<file path="src/rtl/ov5640_dvp_gen.sv">
// OV5640 DVP source model: emits vsync/href/byte-serial RGB565 test patterns
// in place of the sensor, on the capture path's pixel clock.
module ov5640_dvp_gen #(
  parameter int unsigned H_ACTIVE    = 640,
  parameter int unsigned V_ACTIVE    = 480,
  parameter int unsigned H_BLANK     = 160,
  parameter int unsigned VSYNC_LINES = 4,
  parameter int unsigned V_FRONT     = 10,
  parameter int unsigned V_BACK      = 10
) (
  input  logic        sys_clk,
  input  logic        sys_rst_n,
  input  logic        gen_en,
  input  logic [1:0]  pattern_sel,
  output logic        dvp_vsync,
  output logic        dvp_href,
  output logic [7:0]  dvp_data,
  output logic [15:0] frame_cnt,
  output logic        busy
);

  localparam int unsigned LINE_PERIOD = 2 * H_ACTIVE + H_BLANK;
  localparam int unsigned HW          = $clog2(LINE_PERIOD);
  localparam int unsigned VM1         = (VSYNC_LINES > V_FRONT) ? VSYNC_LINES : V_FRONT;
  localparam int unsigned VM2         = (V_ACTIVE > V_BACK) ? V_ACTIVE : V_BACK;
  localparam int unsigned VMAX        = (VM1 > VM2) ? VM1 : VM2;
  localparam int unsigned VW          = $clog2(VMAX + 1);
  localparam int unsigned BAR_W       = H_ACTIVE / 8;
  localparam int unsigned BPW         = $clog2(BAR_W + 1);

  typedef enum logic [2:0] {
    S_IDLE, S_VSYNC, S_V_FRONT, S_ACTIVE, S_V_BACK
  } state_t;

  state_t          state;
  logic [HW-1:0]   h_cnt;
  logic [VW-1:0]   v_cnt;
  logic [1:0]      pat;
  logic [2:0]      bar_idx;
  logic [BPW-1:0]  bar_px;

  int unsigned     lines_c;
  logic            line_last_c;
  logic            state_last_c;
  logic            href_c;
  logic [15:0]     px_x_c;
  logic [15:0]     px_y_c;
  logic [15:0]     pix_c;
  logic [7:0]      byte_c;

  // Line/state boundaries and the pixel for the current byte slot
  always_comb begin
    lines_c      = 1;
    line_last_c  = (h_cnt == HW'(LINE_PERIOD - 1));
    href_c       = (state == S_ACTIVE) && (h_cnt < HW'(2 * H_ACTIVE));
    px_x_c       = 16'(h_cnt >> 1);
    px_y_c       = 16'(v_cnt);
    pix_c        = 16'h0000;
    byte_c       = 8'h00;
    case (state)
      S_VSYNC:   lines_c = VSYNC_LINES;
      S_V_FRONT: lines_c = V_FRONT;
      S_ACTIVE:  lines_c = V_ACTIVE;
      S_V_BACK:  lines_c = V_BACK;
      default:   lines_c = 1;
    endcase
    state_last_c = line_last_c && (v_cnt == VW'(lines_c - 1));
    case (pat)
      2'd0: begin
        case (bar_idx)
          3'd0:    pix_c = 16'hFFFF;
          3'd1:    pix_c = 16'hFFE0;
          3'd2:    pix_c = 16'h07FF;
          3'd3:    pix_c = 16'h07E0;
          3'd4:    pix_c = 16'hF81F;
          3'd5:    pix_c = 16'hF800;
          3'd6:    pix_c = 16'h001F;
          default: pix_c = 16'h0000;
        endcase
      end
      2'd1:    pix_c = px_x_c;
      2'd2:    pix_c = frame_cnt;
      default: pix_c = (((px_x_c ^ px_y_c) & 16'h0008) != 16'h0000) ? 16'hFFFF : 16'h0000;
    endcase
    if (href_c) byte_c = h_cnt[0] ? pix_c[7:0] : pix_c[15:8];
  end

  always_ff @(posedge sys_clk or negedge sys_rst_n) begin
    if (!sys_rst_n) begin
      state     <= S_IDLE;
      h_cnt     <= '0;
      v_cnt     <= '0;
      pat       <= 2'd0;
      bar_idx   <= 3'd0;
      bar_px    <= '0;
      frame_cnt <= 16'h0000;
      dvp_vsync <= 1'b0;
      dvp_href  <= 1'b0;
      dvp_data  <= 8'h00;
      busy      <= 1'b0;
    end else begin
      if (state == S_IDLE) begin
        h_cnt <= '0;
        v_cnt <= '0;
        if (gen_en) begin
          state <= S_VSYNC;
          pat   <= pattern_sel;
        end
      end else begin
        h_cnt <= line_last_c ? '0 : h_cnt + HW'(1);
        if (line_last_c) v_cnt <= state_last_c ? '0 : v_cnt + VW'(1);
        if (state_last_c) begin
          case (state)
            S_VSYNC:   state <= S_V_FRONT;
            S_V_FRONT: state <= S_ACTIVE;
            S_ACTIVE:  state <= S_V_BACK;
            default: begin
              frame_cnt <= frame_cnt + 16'd1;
              if (gen_en) begin
                state <= S_VSYNC;
                pat   <= pattern_sel;
              end else begin
                state <= S_IDLE;
              end
            end
          endcase
        end
      end

      // Bar position advances once per pixel, restarting at every line start
      if (state != S_ACTIVE || line_last_c) begin
        bar_idx <= 3'd0;
        bar_px  <= '0;
      end else if (href_c && h_cnt[0]) begin
        if (bar_px == BPW'(BAR_W - 1)) begin
          bar_px  <= '0;
          bar_idx <= bar_idx + 3'd1;
        end else begin
          bar_px  <= bar_px + BPW'(1);
        end
      end

      dvp_vsync <= (state == S_VSYNC);
      dvp_href  <= href_c;
      dvp_data  <= byte_c;
      busy      <= (state != S_IDLE);
    end
  end

endmodule

</file>
<file path="config.mk">
export PLATFORM = sky130hd
export DESIGN_NAME = ov5640_dvp_gen
export DESIGN_NICKNAME = d
export VERILOG_FILES = /design/src/rtl/ov5640_dvp_gen.sv
export SDC_FILE = /design/constraint.sdc
export NUM_CORES = 1
export LEC_CHECK = 0
export BUFFER_PORTS_ARGS = -buffer_cell sky130_fd_sc_hd__buf_2
export CORE_AREA = 2 2 99 72
export CTS_BUF_LIST = sky130_fd_sc_hd__clkbuf_8 sky130_fd_sc_hd__clkbuf_16
export DETAILED_ROUTE_END_ITERATION = 6
export DIE_AREA = 0 0 101 74
export PLACE_DENSITY_LB_ADDON = 0.1
export SYNTH_ARGS = -nofsm -noshare
export SYNTH_HDL_FRONTEND = slang
export SYNTH_SLANG_ARGS = --single-unit
</file>
<file path="constraint.sdc">
create_clock -name sys_clk -period 3.3 [get_ports sys_clk]
set_clock_uncertainty 0.2 [all_clocks]
set_input_delay 0.33 -clock sys_clk [delete_from_list [all_inputs] [get_ports sys_clk]]
set_output_delay 0.33 -clock sys_clk [all_outputs]
set_load 0.1 [all_outputs]
</file>
==> metrics.csv <==
metric,value,unit
status,completed,
Die Width,101,um
GRT Residual Overflow,0,
relative slew slack,60.5,%
"Arr. time, crit path",2.73,ns
Final Hold Viols,0,
Buf/Inv on CP,0,
Final GP Congestion,0.835,
most frequent cells in the layout,"62 x dfrtp_1, 42 x nor2_1, 35 x nand2_1",
Die Y,74,um
hold crit path type,in -> reg,
largest net degree at the start of global routing,26,
GR peak layer,met1,
WP depth,6,
switching pwr,0.326,mW
RSZ-0062 raised after global routing,false,
Max-Cap Viols,0,
Comb power frac,1.3,%
total track usage,21.7,%
post-synthesis sequential area ratio,45.1,%
YS warnings,0,
Initial Utilization,52.4,%
drt via density,5.58,
Mapped Nets,372,
fin util,58.7,%
Clock transition at path regs,0.07,ns
# resized after CTS,0,
Clk Tree Root Cell,clkbuf_8,
Power Total,1.51,mW
Tightest Pin Transition,0.588,ns
clk sink count,62,
antenna cells,0,
DRC errors left,0,
Max Freq,372,MHz
Port Buffers,31,
Seq pwr share,50.3,%
post-synthesis cell type count,54,
CTS tree,yes,
"FF+latch count, synth",62,
Hold Path Depth,2,
Async SR Flop Fraction,100,%
worst-case clock buffer depth,2,
Reg2Reg Capture Point,frame_cnt[1],
cell internal pwr,1.18,mW
total CTS buffers,9,
vias,2647,
PwrDens,391,nW/um2
Synth Flop Type,dfrtp_1,
worst-skew pair later-pin latency,0.35,ns
Setup TNS,0,ns
Top Ports,32,
DRT Wirelength,7.40,mm
"Area growth, synth to finish",12.1,%
Slew Limit Fails,0,
fill cell count,574,
die area,7470,um2
Sw Ratio,21.6,%
hold endpoint,pat[1],
GR Layer Usage met2,31.7,%
WL per Instance,15.6,um
Post-synth EDFFs,0,
Final Cycle Share,81.5,%
met1 usage,31.8,%
synthesized area per cell,9.61,um2
Seq. cell area,1550,um2
Tmin final,2.69,ns
vias in the first global route,2471,
flop2flop setup slack,0.61,ns
detailed placement HPWL,5.33,mm
Pleak,1.88,nW
Worst Hold Launch,pattern_sel[1],
Crit-path slowest cell,dfrtp_1,
clock share of power,48.4,%
"most common cell after layout, fill and taps aside",dfrtp_1,
"Cell Chain, Critical Path","nor2b_4, or3_4, a221oi_4, nand4_4, or2_4, mux2_4",
layout cells sized above 1,18.1,%
crit-path max FO,16,
Fin Hold WS,0.0209,ns
antenna violations before repair,0,
worst reg2reg startpoint,state[2],
FF-to-FF path depth,6,
Layout Nets,402,
Iteration-0 DRC Markers,154,
Crit Path Category,reg -> reg,
Worst IR Drop VDD,259,uV
Syn Inst Count,358,
Site Rows,25,
H-tree level count,3,
final setup vio count,0,
first-pass GRT wire length,12.5,mm
CP required,3.34,ns
Multi-input gate area,1760,um2
CP Launch Type,register,
Critical Path Max Stage Delay,0.65,ns
Crit path max-delay family,simple AND/OR/NAND/NOR gates,
core area,6570,um2
Synth Cell Area,3440,um2
Worst Setup End Kind,register,
grt met3 use,5.17,%
drt pass-1 iters,4,
antenna-violating nets left,0,
-- synthesized netlist by cell type (all sizes together) (2+ instances only) --
| library cell | count | area (um2) |
|---|---|---|
| a31o | 5 | 43.8 |
| nor3 | 13 | 75.1 |
| nand3 | 18 | 90.1 |
| nor2b | 5 | 38.8 |
| nor4 | 7 | 56.3 |
| and4 | 2 | 17.5 |
| clkbuf | 11 | 41.3 |
| nor4b | 2 | 17.5 |
| o22ai | 3 | 18.8 |
| buf | 6 | 51.3 |
| a221o | 5 | 50.1 |
| or2b | 2 | 15.0 |
| nand2 | 35 | 131 |
| xnor2 | 8 | 70.1 |
| nor2 | 42 | 158 |
| o21a | 3 | 22.5 |
| nand2b | 5 | 31.3 |
| a21oi | 19 | 95.1 |
| or2 | 2 | 15.0 |
| ha | 9 | 113 |
| inv | 10 | 37.5 |
| or3 | 3 | 23.8 |
| and3 | 5 | 31.3 |
| and2 | 2 | 12.5 |
| a22oi | 3 | 22.5 |
| mux2 | 6 | 71.3 |
| nand4 | 10 | 77.6 |
| o21ai | 13 | 65.1 |
| xor2 | 25 | 219 |
| o31ai | 4 | 40.0 |
| dfrtp | 62 | 1550 |
| a21o | 3 | 22.5 |
-- power groups by stage --
| stage | sequential (mW) | clock [mW] | combinational [mW] |
|---|---|---|---|
| floorplan | 0.774 | 0 | 0.0000355 |
| global placement | 0.774 | 0 | 0.0203 |
| detailed placement | 0.774 | 0 | 0.0206 |
| CTS | 0.759 | 0.748 | 0.0215 |
| global route | 0.759 | 0.778 | 0.0240 |
| finish | 0.760 | 0.731 | 0.0199 |
-- worst reg2reg max path, delay by kind of cell (launching register included) --
family	cells	cell delay, ns
DFF	1	0.65
muxes	1	0.29
and+or+nand+nor	4	1.06
AOI/OAI and AO/OA	1	0.38
-- through the flow --
stage | setup WS [ns] | instances | cell area, um2
2_1_floorplan | 0.869 | 358 | 3440
3_3_place_gp | 0.647 | 457 | 3630
3_5_place_dp | 0.603 | 457 | 3630
4_1_cts | 0.593 | 474 | 3860
5_1_grt | 0.432 | 474 | 3860
6_report | 0.609 | 474 | 3860
-- worst max-delay path by stage --
stage	startpoint	to	slack, ns
2_1_floorplan	frame_cnt[2]	frame_cnt[11]	0.87
3_3_place_gp	state[2]	frame_cnt[1]	0.65
3_5_place_dp	state[2]	frame_cnt[1]	0.60
4_1_cts	state[2]	frame_cnt[1]	0.59
5_1_grt	state[2]	frame_cnt[1]	0.43
6_report	state[2]	frame_cnt[1]	0.61
-- logic make-up after synthesis --
logic type	after synthesis	share of synthesized area [%]
compound gates	63	12.7
xor+xnor	33	8.40
fa+ha+maj	9	3.27
buf+inv	27	3.78
flops	62	45.1
mux	7	2.36
simple gates	157	24.4
-- state kept, by name, indices dropped and copies added (netlist names) --
name	count
dvp_href	1
bar_idx	3
frame_cnt	16
v_cnt	9
busy	1
bar_px	7
dvp_data	8
h_cnt	11
pat	2
state	3
dvp_vsync	1
-- layout make-up --
cell class / instances / area share, %
Clock buffer: 9 / 3.21
Multi-Input combinational cell: 269 / 45.6
Tap cell: 81 / 2.63
Timing Repair Buffer: 36 / 5.06
Inverter: 10 / 0.973
Clock inverter: 7 / 2.33
Sequential cell: 62 / 40.2
-- repair_timing --
| item | 4_1_cts | 5_1_grt |
|---|---|---|
| buffers inserted | 0 | 0 |
| endpoints found under the hold margin | 16 | 0 |
| hold buffers | 1 | 0 |
-- layer usage --
layer	vias up	wire, um
met2	58	3180
li1	1323	-
met3	13	288
met5	-	0
met4	0	125
met1	1253	3810
(Power assumes the default switching activity.)
